### config.mk
export PLATFORM = sky130hd
export DESIGN_NAME = axi_regfile_gen_flat
export DESIGN_NICKNAME = d
export VERILOG_FILES = /design/src/rtl/axi_regfile_gen_if.sv /design/src/rtl/axi_regfile_gen.sv /design/src/flat_wrapper.sv
export SDC_FILE = /design/constraint.sdc
export NUM_CORES = 1
export LEC_CHECK = 0
export ABC_AREA = 0
export BUFFER_PORTS_ARGS = -buffer_cell sky130_fd_sc_hd__buf_2
export CORE_AREA = 2 2 458 460
export DETAILED_ROUTE_END_ITERATION = 6
export DIE_AREA = 0 0 460 462
export HOLD_SLACK_MARGIN = 0.05
export PLACE_DENSITY = 0.4
export SLEW_MARGIN = 20
export SYNTH_ARGS = -nofsm -noshare
export SYNTH_HDL_FRONTEND = slang
export SYNTH_SLANG_ARGS = --single-unit
### constraint.sdc
create_clock -name S_AXI_ACLK -period 2.4 [get_ports S_AXI_ACLK]
set_clock_uncertainty 0.2 [all_clocks]
set_input_delay 0.48 -clock S_AXI_ACLK [delete_from_list [all_inputs] [get_ports S_AXI_ACLK]]
set_output_delay 0.48 -clock S_AXI_ACLK [all_outputs]
set_load 0.02 [all_outputs]
### src/rtl/axi_regfile_gen_if.sv
// AXI4-Lite slave channel bundle for the generated register file.
// Signal names follow the AXI wire names so waveforms map one-to-one onto the bus.
interface axi_regfile_gen_if #(
    parameter int DATA_WIDTH = 32,
    parameter int ADDR_WIDTH = 8
);
    logic [ADDR_WIDTH-1:0]   S_AXI_AWADDR;
    logic [2:0]              S_AXI_AWPROT;
    logic                    S_AXI_AWVALID;
    logic                    S_AXI_AWREADY;
    logic [DATA_WIDTH-1:0]   S_AXI_WDATA;
    logic [DATA_WIDTH/8-1:0] S_AXI_WSTRB;
    logic                    S_AXI_WVALID;
    logic                    S_AXI_WREADY;
    logic [1:0]              S_AXI_BRESP;
    logic                    S_AXI_BVALID;
    logic                    S_AXI_BREADY;
    logic [ADDR_WIDTH-1:0]   S_AXI_ARADDR;
    logic [2:0]              S_AXI_ARPROT;
    logic                    S_AXI_ARVALID;
    logic                    S_AXI_ARREADY;
    logic [DATA_WIDTH-1:0]   S_AXI_RDATA;
    logic [1:0]              S_AXI_RRESP;
    logic                    S_AXI_RVALID;
    logic                    S_AXI_RREADY;

    modport slave (
        input  S_AXI_AWADDR, S_AXI_AWPROT, S_AXI_AWVALID,
        output S_AXI_AWREADY,
        input  S_AXI_WDATA, S_AXI_WSTRB, S_AXI_WVALID,
        output S_AXI_WREADY,
        output S_AXI_BRESP, S_AXI_BVALID,
        input  S_AXI_BREADY,
        input  S_AXI_ARADDR, S_AXI_ARPROT, S_AXI_ARVALID,
        output S_AXI_ARREADY,
        output S_AXI_RDATA, S_AXI_RRESP, S_AXI_RVALID,
        input  S_AXI_RREADY
    );

    modport master (
        output S_AXI_AWADDR, S_AXI_AWPROT, S_AXI_AWVALID,
        input  S_AXI_AWREADY,
        output S_AXI_WDATA, S_AXI_WSTRB, S_AXI_WVALID,
        input  S_AXI_WREADY,
        input  S_AXI_BRESP, S_AXI_BVALID,
        output S_AXI_BREADY,
        output S_AXI_ARADDR, S_AXI_ARPROT, S_AXI_ARVALID,
        input  S_AXI_ARREADY,
        input  S_AXI_RDATA, S_AXI_RRESP, S_AXI_RVALID,
        output S_AXI_RREADY
    );
endinterface

### src/rtl/axi_regfile_gen.sv
// Parameterised AXI4-Lite register file with read-only, self-clearing and strobe outputs.
// AW and W are captured independently; the write commits one edge after both are held.
module axi_regfile_gen #(
    parameter int                  DATA_WIDTH = 32,
    parameter int                  ADDR_WIDTH = 8,
    parameter int                  NUM_REGS   = 16,
    parameter logic [NUM_REGS-1:0] RO_MASK    = 'h3,
    parameter logic [NUM_REGS-1:0] PULSE_MASK = 'h0
) (
    input  logic                           S_AXI_ACLK,
    input  logic                           S_AXI_ARESETN,
    axi_regfile_gen_if.slave               s_axi,
    output logic [NUM_REGS*DATA_WIDTH-1:0] slv_reg,
    input  logic [NUM_REGS*DATA_WIDTH-1:0] slv_read,
    output logic [NUM_REGS-1:0]            wr_stb,
    output logic [NUM_REGS-1:0]            rd_stb
);
    localparam int              STRB_W      = DATA_WIDTH / 8;
    localparam int              ADDR_LSB    = $clog2(STRB_W);
    localparam int              IDX_W       = ADDR_WIDTH - ADDR_LSB;
    localparam logic [IDX_W:0]  NUM_REGS_W  = (IDX_W + 1)'(NUM_REGS);
    localparam logic [1:0]      RESP_OKAY   = 2'b00;
    localparam logic [1:0]      RESP_SLVERR = 2'b10;

    logic                  aw_held_q, aw_held_d;
    logic [IDX_W-1:0]      aw_idx_q, aw_idx_d;
    logic                  w_held_q, w_held_d;
    logic [DATA_WIDTH-1:0] w_data_q, w_data_d;
    logic [STRB_W-1:0]     w_strb_q, w_strb_d;
    logic                  awready_q, awready_d;
    logic                  wready_q, wready_d;
    logic                  bvalid_q, bvalid_d;
    logic [1:0]            bresp_q, bresp_d;
    logic                  arready_q, arready_d;
    logic                  rvalid_q, rvalid_d;
    logic [1:0]            rresp_q, rresp_d;
    logic [DATA_WIDTH-1:0] rdata_q, rdata_d;
    logic [DATA_WIDTH-1:0] reg_q [NUM_REGS];
    logic [DATA_WIDTH-1:0] reg_d [NUM_REGS];
    logic [NUM_REGS-1:0]   wr_stb_q, wr_stb_d;
    logic [NUM_REGS-1:0]   rd_stb_q, rd_stb_d;

    logic                  commit;
    logic                  aw_in_range;
    logic                  ar_in_range;
    logic [IDX_W-1:0]      ar_idx;

    assign commit      = aw_held_q && w_held_q && !bvalid_q;
    assign aw_in_range = {1'b0, aw_idx_q} < NUM_REGS_W;
    assign ar_idx      = s_axi.S_AXI_ARADDR[ADDR_WIDTH-1:ADDR_LSB];
    assign ar_in_range = {1'b0, ar_idx} < NUM_REGS_W;

    always_comb begin
        aw_held_d = aw_held_q;
        aw_idx_d  = aw_idx_q;
        w_held_d  = w_held_q;
        w_data_d  = w_data_q;
        w_strb_d  = w_strb_q;
        bvalid_d  = bvalid_q;
        bresp_d   = bresp_q;
        rvalid_d  = rvalid_q;
        rresp_d   = rresp_q;
        rdata_d   = rdata_q;
        wr_stb_d  = '0;
        rd_stb_d  = '0;
        // Self-clearing registers fall back to zero unless this edge writes them.
        for (int i = 0; i < NUM_REGS; i++) begin
            reg_d[i] = PULSE_MASK[i] ? '0 : reg_q[i];
        end

        if (s_axi.S_AXI_AWVALID && awready_q) begin
            aw_held_d = 1'b1;
            aw_idx_d  = s_axi.S_AXI_AWADDR[ADDR_WIDTH-1:ADDR_LSB];
        end
        if (s_axi.S_AXI_WVALID && wready_q) begin
            w_held_d = 1'b1;
            w_data_d = s_axi.S_AXI_WDATA;
            w_strb_d = s_axi.S_AXI_WSTRB;
        end

        if (commit) begin
            bvalid_d = 1'b1;
            bresp_d  = aw_in_range ? RESP_OKAY : RESP_SLVERR;
            for (int i = 0; i < NUM_REGS; i++) begin
                if (aw_idx_q == IDX_W'(i) && !RO_MASK[i]) begin
                    wr_stb_d[i] = 1'b1;
                    reg_d[i]    = reg_q[i];
                    for (int b = 0; b < STRB_W; b++) begin
                        if (w_strb_q[b]) reg_d[i][8*b +: 8] = w_data_q[8*b +: 8];
                    end
                end
            end
        end

        // Held address and data stay parked until the response is taken.
        if (bvalid_q && s_axi.S_AXI_BREADY) begin
            bvalid_d  = 1'b0;
            aw_held_d = 1'b0;
            w_held_d  = 1'b0;
        end
        awready_d = !aw_held_d && !bvalid_d;
        wready_d  = !w_held_d && !bvalid_d;

        // Reads sample reg_q, so a same-edge commit is not visible yet.
        if (s_axi.S_AXI_ARVALID && arready_q) begin
            rvalid_d = 1'b1;
            rresp_d  = ar_in_range ? RESP_OKAY : RESP_SLVERR;
            rdata_d  = '0;
            for (int i = 0; i < NUM_REGS; i++) begin
                if (ar_idx == IDX_W'(i)) begin
                    rd_stb_d[i] = 1'b1;
                    rdata_d     = RO_MASK[i] ? slv_read[i*DATA_WIDTH +: DATA_WIDTH] : reg_q[i];
                end
            end
        end else if (rvalid_q && s_axi.S_AXI_RREADY) begin
            rvalid_d = 1'b0;
        end
        arready_d = !rvalid_d;
    end

    always_ff @(posedge S_AXI_ACLK or negedge S_AXI_ARESETN) begin
        if (!S_AXI_ARESETN) begin
            aw_held_q <= 1'b0;
            aw_idx_q  <= '0;
            w_held_q  <= 1'b0;
            w_data_q  <= '0;
            w_strb_q  <= '0;
            awready_q <= 1'b0;
            wready_q  <= 1'b0;
            bvalid_q  <= 1'b0;
            bresp_q   <= '0;
            arready_q <= 1'b0;
            rvalid_q  <= 1'b0;
            rresp_q   <= '0;
            rdata_q   <= '0;
            wr_stb_q  <= '0;
            rd_stb_q  <= '0;
            for (int i = 0; i < NUM_REGS; i++) reg_q[i] <= '0;
        end else begin
            aw_held_q <= aw_held_d;
            aw_idx_q  <= aw_idx_d;
            w_held_q  <= w_held_d;
            w_data_q  <= w_data_d;
            w_strb_q  <= w_strb_d;
            awready_q <= awready_d;
            wready_q  <= wready_d;
            bvalid_q  <= bvalid_d;
            bresp_q   <= bresp_d;
            arready_q <= arready_d;
            rvalid_q  <= rvalid_d;
            rresp_q   <= rresp_d;
            rdata_q   <= rdata_d;
            wr_stb_q  <= wr_stb_d;
            rd_stb_q  <= rd_stb_d;
            for (int i = 0; i < NUM_REGS; i++) reg_q[i] <= reg_d[i];
        end
    end

    always_comb begin
        slv_reg = '0;
        for (int i = 0; i < NUM_REGS; i++) slv_reg[i*DATA_WIDTH +: DATA_WIDTH] = reg_q[i];
    end

    assign s_axi.S_AXI_AWREADY = awready_q;
    assign s_axi.S_AXI_WREADY  = wready_q;
    assign s_axi.S_AXI_BVALID  = bvalid_q;
    assign s_axi.S_AXI_BRESP   = bresp_q;
    assign s_axi.S_AXI_ARREADY = arready_q;
    assign s_axi.S_AXI_RVALID  = rvalid_q;
    assign s_axi.S_AXI_RRESP   = rresp_q;
    assign s_axi.S_AXI_RDATA   = rdata_q;
    assign wr_stb              = wr_stb_q;
    assign rd_stb              = rd_stb_q;

    // Protection bits and sub-word address bits carry no meaning for this block.
    logic unused_inputs;
    assign unused_inputs = ^{s_axi.S_AXI_AWPROT, s_axi.S_AXI_ARPROT,
                             s_axi.S_AXI_AWADDR[ADDR_LSB-1:0], s_axi.S_AXI_ARADDR[ADDR_LSB-1:0],
                             slv_read};
endmodule

### src/flat_wrapper.sv
// flat-port wrapper written by rule: the top's interface ports become plain ports
module axi_regfile_gen_flat 
#(
    parameter int                  DATA_WIDTH = 32,
    parameter int                  ADDR_WIDTH = 8,
    parameter int                  NUM_REGS   = 16,
    parameter logic [NUM_REGS-1:0] RO_MASK    = 'h3,
    parameter logic [NUM_REGS-1:0] PULSE_MASK = 'h0
)
  (S_AXI_ACLK, S_AXI_ARESETN, slv_reg, slv_read, wr_stb, rd_stb, s_axi_S_AXI_AWADDR, s_axi_S_AXI_AWPROT, s_axi_S_AXI_AWVALID, s_axi_S_AXI_AWREADY, s_axi_S_AXI_WDATA, s_axi_S_AXI_WSTRB, s_axi_S_AXI_WVALID, s_axi_S_AXI_WREADY, s_axi_S_AXI_BRESP, s_axi_S_AXI_BVALID, s_axi_S_AXI_BREADY, s_axi_S_AXI_ARADDR, s_axi_S_AXI_ARPROT, s_axi_S_AXI_ARVALID, s_axi_S_AXI_ARREADY, s_axi_S_AXI_RDATA, s_axi_S_AXI_RRESP, s_axi_S_AXI_RVALID, s_axi_S_AXI_RREADY);
  axi_regfile_gen_if #(.DATA_WIDTH(DATA_WIDTH), .ADDR_WIDTH(ADDR_WIDTH)) s_axi_i ();
  input  logic S_AXI_ACLK;
  input  logic S_AXI_ARESETN;
  output logic [NUM_REGS*DATA_WIDTH-1:0] slv_reg;
  input  logic [NUM_REGS*DATA_WIDTH-1:0] slv_read;
  output logic [NUM_REGS-1:0] wr_stb;
  output logic [NUM_REGS-1:0] rd_stb;
  input wire logic [$bits(s_axi_i.S_AXI_AWADDR)-1:0] s_axi_S_AXI_AWADDR;
  input wire logic [$bits(s_axi_i.S_AXI_AWPROT)-1:0] s_axi_S_AXI_AWPROT;
  input wire logic [$bits(s_axi_i.S_AXI_AWVALID)-1:0] s_axi_S_AXI_AWVALID;
  output wire logic [$bits(s_axi_i.S_AXI_AWREADY)-1:0] s_axi_S_AXI_AWREADY;
  input wire logic [$bits(s_axi_i.S_AXI_WDATA)-1:0] s_axi_S_AXI_WDATA;
  input wire logic [$bits(s_axi_i.S_AXI_WSTRB)-1:0] s_axi_S_AXI_WSTRB;
  input wire logic [$bits(s_axi_i.S_AXI_WVALID)-1:0] s_axi_S_AXI_WVALID;
  output wire logic [$bits(s_axi_i.S_AXI_WREADY)-1:0] s_axi_S_AXI_WREADY;
  output wire logic [$bits(s_axi_i.S_AXI_BRESP)-1:0] s_axi_S_AXI_BRESP;
  output wire logic [$bits(s_axi_i.S_AXI_BVALID)-1:0] s_axi_S_AXI_BVALID;
  input wire logic [$bits(s_axi_i.S_AXI_BREADY)-1:0] s_axi_S_AXI_BREADY;
  input wire logic [$bits(s_axi_i.S_AXI_ARADDR)-1:0] s_axi_S_AXI_ARADDR;
  input wire logic [$bits(s_axi_i.S_AXI_ARPROT)-1:0] s_axi_S_AXI_ARPROT;
  input wire logic [$bits(s_axi_i.S_AXI_ARVALID)-1:0] s_axi_S_AXI_ARVALID;
  output wire logic [$bits(s_axi_i.S_AXI_ARREADY)-1:0] s_axi_S_AXI_ARREADY;
  output wire logic [$bits(s_axi_i.S_AXI_RDATA)-1:0] s_axi_S_AXI_RDATA;
  output wire logic [$bits(s_axi_i.S_AXI_RRESP)-1:0] s_axi_S_AXI_RRESP;
  output wire logic [$bits(s_axi_i.S_AXI_RVALID)-1:0] s_axi_S_AXI_RVALID;
  input wire logic [$bits(s_axi_i.S_AXI_RREADY)-1:0] s_axi_S_AXI_RREADY;
  assign s_axi_i.S_AXI_AWADDR = s_axi_S_AXI_AWADDR;
  assign s_axi_i.S_AXI_AWPROT = s_axi_S_AXI_AWPROT;
  assign s_axi_i.S_AXI_AWVALID = s_axi_S_AXI_AWVALID;
  assign s_axi_S_AXI_AWREADY = s_axi_i.S_AXI_AWREADY;
  assign s_axi_i.S_AXI_WDATA = s_axi_S_AXI_WDATA;
  assign s_axi_i.S_AXI_WSTRB = s_axi_S_AXI_WSTRB;
  assign s_axi_i.S_AXI_WVALID = s_axi_S_AXI_WVALID;
  assign s_axi_S_AXI_WREADY = s_axi_i.S_AXI_WREADY;
  assign s_axi_S_AXI_BRESP = s_axi_i.S_AXI_BRESP;
  assign s_axi_S_AXI_BVALID = s_axi_i.S_AXI_BVALID;
  assign s_axi_i.S_AXI_BREADY = s_axi_S_AXI_BREADY;
  assign s_axi_i.S_AXI_ARADDR = s_axi_S_AXI_ARADDR;
  assign s_axi_i.S_AXI_ARPROT = s_axi_S_AXI_ARPROT;
  assign s_axi_i.S_AXI_ARVALID = s_axi_S_AXI_ARVALID;
  assign s_axi_S_AXI_ARREADY = s_axi_i.S_AXI_ARREADY;
  assign s_axi_S_AXI_RDATA = s_axi_i.S_AXI_RDATA;
  assign s_axi_S_AXI_RRESP = s_axi_i.S_AXI_RRESP;
  assign s_axi_S_AXI_RVALID = s_axi_i.S_AXI_RVALID;
  assign s_axi_i.S_AXI_RREADY = s_axi_S_AXI_RREADY;
  axi_regfile_gen #(.DATA_WIDTH(DATA_WIDTH), .ADDR_WIDTH(ADDR_WIDTH), .NUM_REGS(NUM_REGS), .RO_MASK(RO_MASK), .PULSE_MASK(PULSE_MASK)) u_core (.S_AXI_ACLK(S_AXI_ACLK), .S_AXI_ARESETN(S_AXI_ARESETN), .s_axi(s_axi_i), .slv_reg(slv_reg), .slv_read(slv_read), .wr_stb(wr_stb), .rd_stb(rd_stb));
endmodule
==> flow_summary_export.csv <==
group,metric,value,unit
outcome,status,"finished, final reports clean",
critical_path,critical_path_class,"flip-flop to flip-flop",
power_and_ir_drop,p_per_area,1080,nW/um2
place,routabilityCongestion,0.8059,
drt,wl_per_cell,28.67,um
finish,finalNonFillerCells,5643,
drt,final_antenna_net_count,0,
global_route,grt_max_degree,83,
place,dp.cells,5433,
critical_path,critPathMostFrequentCell,"nand3b_1",
synthesis,ys.warnings.count,0,
sta,rsz0062_at_grt,"true",
global_route,grt_pass1_wl,207700,um
critical_path,crit_slowest_cell,"dfrtp_1",
floorplanning,die_height,462,um
critical_path,cp_data_arrival_time,2710,ps
drt,met1_length,70090,um
place,io_buffer_count,635,
sta,hold_viol_final,0,
synthesis,seq_area_frac_synth,56.36,%
sta,timing.fmax,0.4271,GHz
sta,relSlewSlack,42.53,%
finish,layout-drive-gt1-share,55.01,%
sta,whs,115.8,ps
synthesis,syn_area,24910,um2
drt,firstDrtPassIters,5,
sta,finalCriticalPeriod,2341,ps
global_route,grt_pass1_vias,20984,
sta,slew_viol_final,0,
hold_path,hp-start,"s_axi_S_AXI_ARVALID",
sta,worst_slack,58.84,ps
critical_path,r2r_start,"u_core.s_axi.S_AXI_BVALID",
place,hpwlAfterDp,129300,um
drt,route.met3.wl,14650,um
critical_path,worst-path-buf-inv,3,
finish,multi_input_area,10170,um2
global_route,antenna_found_initial,53,
finish,nets,3422,
critical_path,crit_path_start,"u_core.s_axi.S_AXI_BVALID",
power_and_ir_drop,totalPowerFinal,40.22,mW
synthesis,ys.flop_type,"dfrtp_1",
cts,clockBufferDepth,3,
synthesis,synthCells,1949,
finish,fillers,23043,
drt,top_layer_used,"met5",
global_route,grt_usage,14.80,%
cts,numCtsBuffers,76,
synthesis,ys_types,44,
finish,final_common_cell,"buf_2",
cts,clock-root-buffer,"clkbuf_16",
finish,area_delta_synth_final,49.56,%
critical_path,cp_top_family,"simple AND/OR/NAND/NOR gates",
floorplanning,initial_core_util,11.97,%
sta,worst_pin_slew,862.1,ps
floorplanning,core-area,208100,um2
critical_path,end_kind,"flip-flop",
drt,drc_errors,0,
critical_path,cp_data_required_time,2770,ps
finish,largest_register_ffs,448,
place,dp_slack,-757.5,ps
synthesis,avgSynthCellArea,12.78,um2
drt,drt-total-wl,161800,um
floorplanning,die_x,460,um
critical_path,startpoint_type,"flip-flop",
hold_path,hold_class,"primary input to flip-flop",
sta,fin_crit_sh,97.55,%
drt,route.vias.total,20751,
flow_run,maxCapViolCount,0,
cts,clock_latency,700,ps
global_route,grt_overflow,0,
drt,met2_length,71960,um
critical_path,cp_max_fo,8,
drt,vias_per_cell,3.677,
sta,fin_tns_setup,0,ps
critical_path,crit_path_max_incr_delay,380,ps
floorplanning,dieArea,212500,um2
cts,clk_transition_reported_paths,60,ps
finish,seqCellArea,14040,um2
critical_path,path_cells,"nand3b_1 -> inv_2 -> nand3b_1 -> nor2_1 -> buf_6 -> and2_1 -> buf_12 -> mux2_2",
finish,final_cell_mix,"632 x buf_2, 560 x dfrtp_1, 493 x mux2_2, 162 x buf_4, 115 x nand2_1",
floorplanning,fp-row-count,168,
synthesis,synth-edff-count,0,
floorplanning,ios,1162,
drt,drtIter0Drc,1214,
sta,setup_viol,0,
cts,cts.sinks,561,
synthesis,ys_ff_latch,561,
power_and_ir_drop,p_leak,18.66,nW
synthesis,ys_async_sr_fraction,100.0,%
cts,cts_max_level,3,
cts,tritoncts,"built",
power_and_ir_drop,max-vdd-ir-drop,0.6122,mV
## through the flow
step / util [%] / cell area, um2
2_1_floorplan: - / 25180
3_3_place_gp: 16.27 / 33870
3_5_place_dp: 16.27 / 33870
4_1_cts: 17.81 / 37060
5_1_grt: 17.89 / 37220
6_report: 17.90 / 37260
## where the power goes
| group | total, mW | switching, mW | internal (mW) |
|---|---|---|---|
| logic | 11.8 | 7.37 | 4.40 |
| registers | 16.1 | 3.99 | 12.1 |
| clock network | 12.3 | 5.03 | 7.30 |
## area by class of cell
type | count | area share (%)
Multi-Input combinational cell | 1248 | 27.31
Sequential cell | 561 | 37.68
Tap cell | 2720 | 9.135
Clock inverter | 38 | 1.384
Inverter | 9 | 0.09068
Clock buffer | 102 | 5.827
Antenna cell | 16 | 0.1075
Timing Repair Buffer | 949 | 18.46
## synth_stat cells, types with 4 or more instances
cell / instances / area share, %
buf_6: 6 / 0.27
o21ai_0: 47 / 0.94
mux2_2: 493 / 22
nand4_1: 27 / 0.68
o221ai_1: 4 / 0.14
and3_1: 12 / 0.30
nand2_1: 128 / 1.9
mux4_2: 28 / 2.5
nand3_1: 36 / 0.72
o22ai_1: 53 / 1.3
buf_2: 24 / 0.48
nor2_1: 87 / 1.3
dfrtp_1: 561 / 56
inv_1: 9 / 0.14
buf_1: 9 / 0.14
mux2i_1: 7 / 0.28
and2_1: 14 / 0.35
o21ai_1: 12 / 0.24
a22oi_1: 84 / 2.5
clkbuf_1: 87 / 1.3
buf_4: 72 / 2.2
nand3b_1: 5 / 0.15
nor3_1: 38 / 0.76
a21oi_1: 71 / 1.4
## layer usage
metal  vias to the layer above  GRT usage (%)
met4                         8          4.595
met5                         -              0
met2                       943          23.03
li1                       8842              -
met1                     10795          18.98
met3                       163          5.363
## worst reg2reg max path, cell delays in order, from the launching register on
cell and delay (ps):
dfrtp_1 380, nand3b_1 270, inv_2 120, nand3b_1 150, nor2_1 170, buf_6 180
and2_1 190, buf_12 190, mux2_2 360
## cell families (layout without fill, tap and decap cells)
group                  count (synthesis)  after routing  synth area share, %
other                                  1             84              0.01505
muxes                                528            528                25.10
DFF                                  561            561                56.36
buffers and inverters                207           1098                4.505
AOI/OAI and AO/OA                    287            287                7.178
and+or+nand+nor                      365            365                6.846
## timing repair
action                                  CTS  global route
endpoints found under the setup margin   32           387
resized for setup                         9            34
hold buffers                             48             0
cloned                                    0             0
endpoints found under the hold margin   464             0
buffers inserted                          0             6
pin swaps                                 0             3
## final timing paths
check                                         endpoint  slack, ps  cells after the start
setup / recovery                   u_core.slv_reg[431]         60                      8
min in group asynchronous          u_core.slv_reg[420]        280                      3
setup reg to reg                   u_core.slv_reg[431]         60                      8
hold / removal             u_core.s_axi.S_AXI_RRESP[1]        120                      4
max in group asynchronous           u_core.slv_reg[74]       1080                      3
hold reg to reg            u_core.s_axi.S_AXI_BRESP[1]        280                      2
(Power assumes the default switching activity.)
